## config.mk

```make
export PLATFORM = sky130hd
export DESIGN_NAME = zero_shuffle_pipe_gen
export DESIGN_NICKNAME = d
export VERILOG_FILES = /design/src/rtl/zero_shuffle_pipe_gen_pkg.sv /design/src/rtl/zero_shuffle_pipe_gen_or_reduce.sv /design/src/rtl/zero_shuffle_pipe_gen.sv
export SDC_FILE = /design/constraint.sdc
export NUM_CORES = 2
export LEC_CHECK = 0
export ABC_CLOCK_PERIOD_IN_PS = 40800
export CAP_MARGIN = 20
export CORE_MARGIN = 2
export CORE_UTILIZATION = 35
export CTS_BUF_LIST = sky130_fd_sc_hd__clkbuf_4 sky130_fd_sc_hd__clkbuf_8
export DETAILED_ROUTE_END_ITERATION = 6
export GPL_ROUTABILITY_DRIVEN = 0
export GPL_TIMING_DRIVEN = 0
export PLACE_DENSITY = 0.61
export SLEW_MARGIN = 20
export SYNTH_ARGS = -nofsm -noshare
export SYNTH_HDL_FRONTEND = slang
export SYNTH_SLANG_ARGS = --single-unit
```

## constraint.sdc

```tcl
create_clock -name sys_clk -period 40.8 [get_ports sys_clk]
set_input_delay 8.16 -clock sys_clk [delete_from_list [all_inputs] [get_ports sys_clk]]
set_output_delay 8.16 -clock sys_clk [all_outputs]
set_load 0.03 [all_outputs]
```

## src/rtl/zero_shuffle_pipe_gen_pkg.sv

```systemverilog
// Shared types and defaults for the parametrised zero-shuffle delay pipe.
package zs_pipe_pkg;

  typedef enum logic [1:0] {
    ST_RUN   = 2'd0,
    ST_DRAIN = 2'd1,
    ST_APPLY = 2'd2
  } zs_state_t;

  localparam int unsigned DEF_CHECK_PARALLELISM = 85;
  localparam int unsigned DEF_QUAN_SIZE         = 4;
  localparam int unsigned DEF_MAX_DEPTH         = 4;
  localparam int unsigned DEF_DEPTH_W           = 3;
  localparam int unsigned DEF_RESET_DEPTH       = 2;

  // Plane-major packing: plane b, lane i lives at bit b*lanes+i.
  function automatic int unsigned plane_bit(input int unsigned plane,
                                            input int unsigned lane,
                                            input int unsigned lanes);
    return plane * lanes + lane;
  endfunction

endpackage

```

## src/rtl/zero_shuffle_pipe_gen_or_reduce.sv

```systemverilog
// Per-lane OR across all bit-planes; flags lanes carrying a nonzero value.
module zs_lane_or_reduce
  import zs_pipe_pkg::*;
#(
  parameter int unsigned CHECK_PARALLELISM = DEF_CHECK_PARALLELISM,
  parameter int unsigned QUAN_SIZE         = DEF_QUAN_SIZE
) (
  input  logic [QUAN_SIZE*CHECK_PARALLELISM-1:0] planes,
  output logic [CHECK_PARALLELISM-1:0]           lane_nz
);

  always_comb begin
    lane_nz = '0;
    for (int unsigned i = 0; i < CHECK_PARALLELISM; i++) begin
      for (int unsigned b = 0; b < QUAN_SIZE; b++) begin
        lane_nz[i] = lane_nz[i] | planes[plane_bit(b, i, CHECK_PARALLELISM)];
      end
    end
  end

endmodule

```

## src/rtl/zero_shuffle_pipe_gen.sv

```systemverilog
// Run-time selectable delay for QUAN_SIZE bit-planes with valid/ready, flush and
// drain-then-apply depth reconfiguration; depth 0 is a combinational bypass.
module zero_shuffle_pipe_gen
  import zs_pipe_pkg::*;
#(
  parameter int unsigned CHECK_PARALLELISM = DEF_CHECK_PARALLELISM,
  parameter int unsigned QUAN_SIZE         = DEF_QUAN_SIZE,
  parameter int unsigned MAX_DEPTH         = DEF_MAX_DEPTH,
  parameter int unsigned DEPTH_W           = DEF_DEPTH_W,
  parameter int unsigned RESET_DEPTH       = DEF_RESET_DEPTH
) (
  input  logic                                   sys_clk,
  input  logic                                   rstn,
  input  logic                                   in_valid,
  output logic                                   in_ready,
  input  logic [QUAN_SIZE*CHECK_PARALLELISM-1:0] in_planes,
  output logic                                   out_valid,
  input  logic                                   out_ready,
  output logic [QUAN_SIZE*CHECK_PARALLELISM-1:0] out_planes,
  output logic [CHECK_PARALLELISM-1:0]           out_lane_nz,
  input  logic                                   flush,
  input  logic [DEPTH_W-1:0]                     cfg_depth,
  input  logic                                   cfg_load,
  output logic                                   cfg_busy,
  output logic [DEPTH_W-1:0]                     cur_depth
);

  localparam int unsigned W  = QUAN_SIZE * CHECK_PARALLELISM;
  localparam int unsigned IW = $clog2(MAX_DEPTH + 1);

  zs_state_t state, state_nxt;

  logic [W-1:0]         stage_data [MAX_DEPTH];
  logic [MAX_DEPTH-1:0] stage_vld;
  logic [DEPTH_W-1:0]   pend_depth;
  logic [DEPTH_W-1:0]   cfg_sat;
  logic [IW-1:0]        inflight;

  logic [W-1:0] tap_data;
  logic         tap_valid;
  logic         bypass, run, adv, accept, retire;
  logic         apply_now, pend_load;

  assign cfg_sat = (cfg_depth > DEPTH_W'(MAX_DEPTH)) ? DEPTH_W'(MAX_DEPTH) : cfg_depth;

  always_comb begin
    tap_data  = '0;
    tap_valid = 1'b0;
    for (int unsigned i = 0; i < MAX_DEPTH; i++) begin
      if (cur_depth == DEPTH_W'(i + 1)) begin
        tap_data  = stage_data[i];
        tap_valid = stage_vld[i];
      end
    end
  end

  always_comb begin
    bypass     = (cur_depth == '0);
    run        = (state == ST_RUN);
    adv        = !tap_valid || out_ready;
    in_ready   = run && !flush && (bypass ? out_ready : adv);
    accept     = in_valid && in_ready;
    out_valid  = bypass ? (in_valid && run && !flush) : tap_valid;
    out_planes = bypass ? in_planes : tap_data;
    retire     = out_valid && out_ready;
  end

  zs_lane_or_reduce #(
    .CHECK_PARALLELISM (CHECK_PARALLELISM),
    .QUAN_SIZE         (QUAN_SIZE)
  ) u_or_reduce (
    .planes  (out_planes),
    .lane_nz (out_lane_nz)
  );

  always_ff @(posedge sys_clk) begin
    if (!rstn) state <= ST_RUN;
    else       state <= state_nxt;
  end

  always_comb begin
    state_nxt = state;
    apply_now = 1'b0;
    pend_load = 1'b0;
    cfg_busy  = (state != ST_RUN);
    unique case (state)
      ST_RUN: begin
        if (cfg_load) begin
          pend_load = 1'b1;
          // A beat entering the registers this very cycle must drain first.
          state_nxt = (inflight == '0 && !(accept && !bypass)) ? ST_APPLY : ST_DRAIN;
        end
      end
      ST_DRAIN: begin
        pend_load = cfg_load;
        if (inflight == '0) state_nxt = ST_APPLY;
      end
      ST_APPLY: begin
        apply_now = 1'b1;
        state_nxt = ST_RUN;
      end
      default: state_nxt = ST_RUN;
    endcase
    if (flush) begin
      pend_load = 1'b0;
      apply_now = (state != ST_RUN);
      state_nxt = ST_RUN;
    end
  end

  always_ff @(posedge sys_clk) begin
    if (!rstn) begin
      cur_depth  <= DEPTH_W'(RESET_DEPTH);
      pend_depth <= DEPTH_W'(RESET_DEPTH);
      inflight   <= '0;
    end else begin
      if (pend_load) pend_depth <= cfg_sat;
      if (apply_now) cur_depth  <= pend_depth;
      if (flush)                  inflight <= '0;
      else if (accept && !retire) inflight <= inflight + IW'(1);
      else if (!accept && retire) inflight <= inflight - IW'(1);
    end
  end

  // Stall is global: with the tap blocked, every stage holds, bubbles included.
  always_ff @(posedge sys_clk) begin
    if (!rstn) begin
      stage_vld <= '0;
      for (int unsigned i = 0; i < MAX_DEPTH; i++) stage_data[i] <= '0;
    end else begin
      if (adv) begin
        stage_data[0] <= in_planes;
        stage_vld[0]  <= accept && !bypass;
        for (int unsigned i = 1; i < MAX_DEPTH; i++) begin
          stage_data[i] <= stage_data[i-1];
          stage_vld[i]  <= stage_vld[i-1];
        end
      end
      if (flush || apply_now) stage_vld <= '0;
    end
  end

endmodule

```

==> results.txt <==
----------------------------------------------------
[Routing]
  Detailed Routing Iterations Pass 1 ... 6
  Count of vias placed by the detailed router ... 47.3k
  Aggregate routed wire length ... 244 mm
  Routed length per instance ... 27.8 µm
  DRT antenna net count ... 0
  Detailed Route Iter0 Violations ... 4,683
  Detail-routed via count per cell ... 5.39
  Number of remaining DRC errors ... 0

[Logic synthesis]
  Fraction of registers with async set or reset after synthesis ... 0%
  Synth top area share ... 62.4%
  Cell type with the largest total area after synthesis ... edfxtp_1
  Multiplexer share of the synthesized area ... 5.36%
  Fraction of the yosys area taken by sequential cells ... 62.9%
  Compound-gate portion of the synthesized area ... 4.67%
  Main area contributors after synthesis ... edfxtp_1 62%, and2_1 13%, mux2i_1 5.3%
  Xor and xnor area share after synthesis ... 0.0268%
  Post-synthesis share of cell area spent on full adders, half adders and majority gates ... 0.0497%
  EDFF count, synth ... 1,360
  Yosys warning count ... 0
  Synth Area in Simple Gates ... 24.0%
  Average size of a mapped cell ... 13.1 µm²
  Netlist area before placement ... 65,400 µm²
  Gate count after technology mapping ... 5,003
  Dominant register cell in the synthesized netlist ... edfxtp_1
  Total nets after synthesis ... 5,354
  Number of flip-flops and latches in the synthesized netlist ... 1,375
  Dominant combinational cell family by area after synthesis ... simple AND/OR/NAND/NOR gates
  Number of library cell types mapped by synthesis ... 38

[STA]
  Worst Skew ... 0.0455 ns
  Actual slew at the worst max-slew pin ... 1.11 ns
  Count of endpoints failing setup in the final report ... 0
  RSZ-0062 raised after global routing ... false
  Total negative slack for setup checks ... 0 ns
  Slew HR ... 25.9%
  Tmin final ... 18.82 ns
  Final hold slack ... 0.468 ns
  Final hold vios ... 0
  Fmax ... 0.0531 GHz
  Number of pins exceeding their max-slew limit in the final report ... 0
  Crit path setup slack, layout ... 21.98 ns
  Post-route clock period utilization ... 46.1%

[Floorplan]
  Chip Width ... 436 µm
  Num rows ... 158
  Total die area ... 190,000 µm²
  Placeable core area ... 186,000 µm²
  Floorplan die height ... 436 µm
  Effective utilization at floorplan ... 35.2%
  Top-Level Pins ... 780

[Clock network]
  Buffer levels on the longest clock path ... 3
  Buffers inserted by post-CTS timing repair ... 0
  Clock root buffer ... clkbuf_8
  Sinks on Clock Net ... 1,375
  Number of CTS-inserted buffers ... 237
  Clock tree from TritonCTS ... yes
  Source-to-sink clock delay at the later pin of the worst-skew pair ... 1.00 ns
  Post-cts hold buffer count ... 0
  Number of resized instances in the post-cts repair step ... 0
  Worst-path clk slew ... 0.06 ns
  Number of H-tree levels ... 4

[Job]
  Maximum Capacitance Violations ... 0

[Pwr]
  IR drop worst, VDD ... 0.0286 mV
  Static Leak ... 35.9 nW
  Power per cell area ... 39.3 nW/µm²
  Power Total ... 0.00323 W

[Final layout]
  Count of non-filler cells in the finished layout ... 8,773
  Commonest cells after routing, fill and taps aside ... 1,362 x and2_1, 1,360 x edfxtp_1, 779 x clkdlybuf4s50_1, 349 x mux2i_1, 347 x nor2_1
  Area growth syn-to-layout ... 25.5%
  Multi-input combinational cell area ... 22,400 µm²
  Post-layout nets ... 6,411
  Most common library cell in the layout ignoring fill and taps ... and2_1
  Share of layout cells above drive strength 1 ... 11.8%
  Fillcell total ... 17.4k
  Area of all sequential standard cells ... 41,100 µm²

[GRT]
  Sum of overflow across all layers after global routing ... 0
  Pin count of the biggest net entering global routing ... 58
  Vias in the first global route ... 46.9k
  All-Layer GR Usage ... 24.8%
  Initial antenna violation count ... 77
  First-pass GRT wire length ... 341 mm

[Worst setup path]
  Maximum fanout along the worst path ... 2
  Critical path start-end classification ... primary input to output port
  CP Data Required Time ... 32.64 ns
  Critical path arrival ... 10.66 ns
  Kind of start point of the critical path ... primary input
  Kind of capture point of the worst setup path ... output port

[Placement]
  Number of placed instances with taps included ... 8,301
  HPWL Detailed ... 174 mm
  Minimum setup slack after placement ... 22.00 ns
  Count of port buffers added during placement ... 779

[Worst hold path]
  Hold crit path type ... register to register

[Run status]
  Status ... finished, final reports clean

----------------------------------------------------
per-stage QoR:
step,utilization [%],area [µm²]
after CTS,44.2,82000
final,44.2,82100
after detailed placement,41.7,77300
after global placement,41.1,76300
after floorplan,-,65400
after global routing,44.2,82000
state kept, by name, indices dropped and copies added (netlist names):
name and cells:
stage_vld 4, cur_depth 3, pend_depth 3, stage_data 1360
inflight 3, state 2
layout make-up:
type / instances / share of cell area [%]
Sequential cell: 1375 / 50.1
Multi-Input combinational cell: 3210 / 27.2
Timing Repair Buffer: 818 / 10.7
Clock buffer: 326 / 4.80
Tap cell: 2480 / 3.78
Buffer: 415 / 2.36
Clock inverter: 101 / 0.857
Antenna cell: 45 / 0.137
Inverter: 3 / 0.0137
worst max-delay path, stage by stage:
cell and delay, ns:
clkdlybuf4s50_1 0.46, a32oi_1 0.17, or3b_2 0.57, or4_1 0.65, clkdlybuf4s50_1 0.64
where the power goes:
part / switching [W] / internal, W / leakage, nW
Sequential: 0.0000233 / 0.00160 / 16.4
Combinational: 0.000192 / 0.000145 / 17.1
Clock: 0.000601 / 0.000667 / 2.45
path summary, 6_finish.rpt:
| kind | cells after the start | startpoint | slack (ns) | end |
|---|---|---|---|---|
| hold / removal | 2 | stage_vld[3]$_SDFFE_PP0N_ | 0.47 | stage_vld[3]$_SDFFE_PP0N_ |
| setup / recovery | 5 | in_planes[279] | 21.98 | out_lane_nz[24] |
| hold reg to reg | 2 | stage_vld[3]$_SDFFE_PP0N_ | 0.47 | stage_vld[3]$_SDFFE_PP0N_ |
| setup reg to reg | 14 | cur_depth[2]$_SDFFE_PN0P_ | 34.88 | stage_data[0][223]$_SDFFCE_PN0P_ |
Yosys cell counts, types with 39 or more instances:
library cell,count
a32oi_1,340
and2_1,1362
and3_1,340
buf_2,39
buf_4,43
clkbuf_1,213
clkbuf_2,90
edfxtp_1,1360
mux2i_1,349
nor2_1,348
or3b_1,213
or3b_2,127
or4_1,85
routing by layer:
layer	GRT usage (%)	part of all wire, %
met1	31.7	40
met2	40.8	49
met3	4.60	7.6
met4	11.1	3.9
met5	0	0.049
cells by family after synthesis:
group,after synthesis
simple gates,2503
flops,1375
xor+xnor,2
compound gates,353
mux,350
buf+inv,418
fa+ha+maj,2
Power figures use the tool's default switching activity.
